`src/rtl/sar_search.sv`:
```
// rtl/sar_search.sv - successive-approximation search controller for an external comparator
// Optional feature: SAR_EARLY_EXIT_EN ends the search as soon as the comparator reports equality.
module sar_search #(
   parameter int WIDTH = 4
) (
   input  logic             clk,
   input  logic             rst_n,
   input  logic             start,
   input  logic             cmp_gt,
   input  logic             cmp_eq,
   output logic [WIDTH-1:0] trial,
   output logic             busy,
   output logic             done,
   output logic [WIDTH-1:0] result,
   output logic             err
);

   localparam int IW = (WIDTH > 1) ? $clog2(WIDTH) : 1;
   localparam logic [IW-1:0] TOP_INDEX = IW'(WIDTH - 1);

   typedef enum logic [1:0] {
      IDLE = 2'd0,
      TEST = 2'd1,
      DONE = 2'd2
   } state_t;

   state_t           state_q, state_d;
   logic [WIDTH-1:0] trial_q, trial_d;
   logic [WIDTH-1:0] result_q, result_d;
   logic [IW-1:0]    index_q, index_d;
   logic             err_q, err_d;
   logic [WIDTH-1:0] decided;
   logic             keep;

   always_ff @(posedge clk or negedge rst_n) begin
      if (!rst_n) begin
         state_q  <= IDLE;
         trial_q  <= '0;
         result_q <= '0;
         index_q  <= TOP_INDEX;
         err_q    <= 1'b0;
      end else begin
         state_q  <= state_d;
         trial_q  <= trial_d;
         result_q <= result_d;
         index_q  <= index_d;
         err_q    <= err_d;
      end
   end

   // A simultaneous gt/eq is inconsistent but still treated as a keep.
   always_comb begin
      state_d  = state_q;
      trial_d  = trial_q;
      result_d = result_q;
      index_d  = index_q;
      err_d    = err_q;
      keep     = cmp_gt | cmp_eq;
      decided  = trial_q;
      if (!keep) begin
         decided[index_q] = 1'b0;
      end

      case (state_q)
         IDLE: begin
            if (start) begin
               state_d           = TEST;
               trial_d           = '0;
               trial_d[WIDTH-1]  = 1'b1;
               index_d           = TOP_INDEX;
               err_d             = 1'b0;
            end
         end
         TEST: begin
            if (cmp_gt && cmp_eq) begin
               err_d = 1'b1;
            end
`ifdef SAR_EARLY_EXIT_EN
            if (cmp_eq) begin
               result_d = trial_q;
               state_d  = DONE;
            end else
`endif
            if (index_q == '0) begin
               result_d = decided;
               trial_d  = decided;
               state_d  = DONE;
            end else begin
               trial_d              = decided;
               trial_d[index_q - 1'b1] = 1'b1;
               index_d              = index_q - 1'b1;
            end
         end
         DONE: begin
            state_d = IDLE;
         end
         default: begin
            state_d = IDLE;
         end
      endcase
   end

   assign trial  = trial_q;
   assign result = result_q;
   assign err    = err_q;
   assign busy   = (state_q == TEST);
   assign done   = (state_q == DONE);

endmodule

```
`config.mk`:
```
export PLATFORM = sky130hd
export DESIGN_NAME = sar_search
export DESIGN_NICKNAME = d
export VERILOG_FILES = /design/src/rtl/sar_search.sv
export SDC_FILE = /design/constraint.sdc
export NUM_CORES = 1
export LEC_CHECK = 0
export ABC_AREA = 1
export CAP_MARGIN = 10
export CORE_MARGIN = 5
export CORE_UTILIZATION = 50
export CTS_BUF_LIST = sky130_fd_sc_hd__clkbuf_4 sky130_fd_sc_hd__clkbuf_8
export DETAILED_ROUTE_END_ITERATION = 10
export PLACE_DENSITY_LB_ADDON = 0.08
export SETUP_SLACK_MARGIN = 0.3
export SLEW_MARGIN = 0
export SYNTH_ARGS = -nofsm -noshare
export SYNTH_HDL_FRONTEND = slang
export SYNTH_SLANG_ARGS = --single-unit
```
`constraint.sdc`:
```
create_clock -name clk -period 3.3 [get_ports clk]
set_input_delay 0.495 -clock clk [delete_from_list [all_inputs] [get_ports clk]]
set_output_delay 0.495 -clock clk [all_outputs]
set_load 0.02 [all_outputs]
```
==> results.md <==
- Root Driver: clkbuf_4
- Area Growth Syn to Fin: 28.9%
- DRC viols: 0
- Drt pass-1 iters: 4
- Sw frac: 0.459
- Post-synth top area share: 0.404
- Final setup viols: 0
- Die Span X: around 47 um
- Min Hold Slack: 0.482 ns
- Filler cell count in the final layout: about 110
- Ant. Diodes: 0
- Outcome: finished, final reports clean
- Initial drt markers: 6
- CTS Hold Bufs: 0
- Multi-input gate area: roughly 330 um2
- TritonCTS buffer count: 3
- Fin crit share: 0.640
- CP endpoint kind: primary output
- Initial antenna violation count: 0
- Area contributors post-synth: dfrtp_1 40%, nand2_1 19%, dfstp_2 7.7%
- Most common cell in the synthesized netlist: nand2_1
- FF-to-FF End: trial[0]
- CTS Buffer Depth: 2
- Max Cap Viol: 0
- Drt total wl: approximately 1.4 mm
- Antenna-violating nets left: 0
- Worst setup SP type: flop
- DR WL/cell: around 12 um
- Routability cong.: roughly 0.84
- # IOs: 16
- Clock power share: 0.112
- Area leader, netlist: dfrtp_1
- # rows: 13
- Sequential share of power: 0.328
- Synth Warn #: 0
- H-tree depth: 1
- Via count: 538
- Mean post-synth cell area: around 8.7 um2
- Comb pwr share: 0.560
- Fin crit period: 2.11 ns
- Die area: ~2200 um2
- Vias in the first global route: 537
- Synth Register Bits: 13
- Final Util: 0.674
- CP Capture Point: busy
- Layout Nets: between 100 and 150
- Post-synth EDFFs: 0
- Clock slew seen by the registers of the worst setup and hold paths: about 0.090 ns
- Placed cell count: around 110
- Grt total ovfl: 0
- Hpwl dp: between 1 and 1.5 mm
- Post-CTS setup buffers: 0
- Worst Path Max Fanout: 9
- Vias per inst: 4.80
- CP Launch Point: state_q[0]
- Largest net degree at the start of global routing: 14
- Slew at the pin with the worst max-slew slack: between 0.5 and 0.6 ns
- Worst EP arrival: between 1.5 and 2 ns
- Sequential area share after synthesis: 0.482
- Post-route insts no fill: around 110
- NetSw: 420 uW
- Peak Freq: about 0.47 GHz
- Peak supply drop: roughly 530 uV
- Reg2reg start: index_q[0]
- Syn nets: just under 90
- Share of layout cells above drive strength 1: 0.144
- CP required: roughly 2.8 ns
- Slew Viols, Final: 0
- Clk sink count: 13
- Syn Inst Count: 78
- Cell variety after synth: 17
- Crit Path Category: reg2out
- Primary FF master, synth: dfrtp_1
- Clock insertion delay at the later pin of the skew report: around 0.29 ns
- Type of the tightest min-delay check: reg2reg
- Final Hold Violating Endpoints: 0
- Relative slew margins: 0.608
- CTS tree: yes
- Reg area: around 330 um2
- Synthesized area: ~700 um2
- Input/output buffers: 15
- RSZ-0062 raised after global routing: no
- Setup Skew: 0.00755 ns
- DIE HEIGHT: 46.9 um
- Post-cts sizing count: 0
- Internal reg-to-reg setup slack: ~1.9 ns
- P_leak: between 0.0004 and 0.0005 uW
- Setup TNS Final: 0 ns
- Core area: between 1000 and 1500 um2
- Gr usage total: 0.170
- R2R cell count: 6
- Initial Utilization: 0.523
- Pwr Total: roughly 910 uW
- First-pass GRT wire length: ~2.4 mm
- Synth top cells by count: 34 x nand2_1, 11 x dfrtp_1, 6 x nand3_1
- P_int: 494 uW
- Post-synth ARST share: 1.00
- Cell Pwr Density: 1040 nW/um2
-- kinds of logic (layout without fill, tap and decap cells) --
kind of cell               Yosys count  count (layout)  share of synthesized area
AOI/OAI and AO/OA                    5               5                     0.0478
adders and majority gates            4               4                     0.0735
buffers and inverters                7              26                     0.0386
DFF                                 13              13                      0.482
and+or+nand+nor                     49              49                      0.358
-- power groups by stage --
stage	combinational [uW]	clock, uW	sequential, uW
after floorplan	287	0	350
after global placement	508	0	300
after detailed placement	517	0	302
after CTS	519	106	299
after global routing	574	115	311
final	511	103	300
-- critical path: stages (launching register included) --
cell	delay (ns)
dfrtp_1	0.41
inv_2	0.10
nor2_8	0.17
clkdlybuf4s50_1	0.63
-- routing by layer --
layer	share of wire	vias to the layer above	GRT usage
met2	0.46	12	0.249
li1	-	281	-
met3	0.047	5	0.0460
met5	0	-	0
met1	0.45	240	0.210
met4	0.035	0	0.133
-- registers in the layout, indices dropped and copies added, names as in the netlist --
name / count
result: 4
trial: 4
index_q: 2
state_q: 2
err: 1
-- layout by cell type (no fill, tap or decap), drive strengths merged --
master,count
nand2,37
clkdlybuf4s50,15
dfrtp,11
nand3,7
inv,7
ha,4
nor2,4
clkbuf,3
o21ai,2
a21boi,2
dfstp,2
o211ai,1
or2,1
clkinv,1
-- through the flow --
stage               worst slack [ns]  cell area, um2
finish                          1.19             877
floorplan                       1.99             681
CTS                             1.19             877
global placement                1.55             850
global route                    1.12             877
detailed placement              1.52             850
-- how the worst min path moves through the flow --
stage,startpoint,end,slack (ns),cells past startpoint
3_5_place_dp,result[1],result[1],0.46,2
3_3_place_gp,result[1],result[1],0.46,2
4_1_cts,result[1],result[1],0.49,2
6_report,result[1],result[1],0.48,2
2_1_floorplan,rst_n,err,0.20,0
5_1_grt,result[2],result[2],0.51,2
-- cell type report --
type                    count  share of cell area
flip-flops and latches     13               0.374
multi-input cells          58               0.372
repair buffers             15               0.171
inverters                   7              0.0300
clock buffers               3              0.0257
well taps                  15              0.0214
clock inverters             1             0.00571
Power figures use the tool's default switching activity.
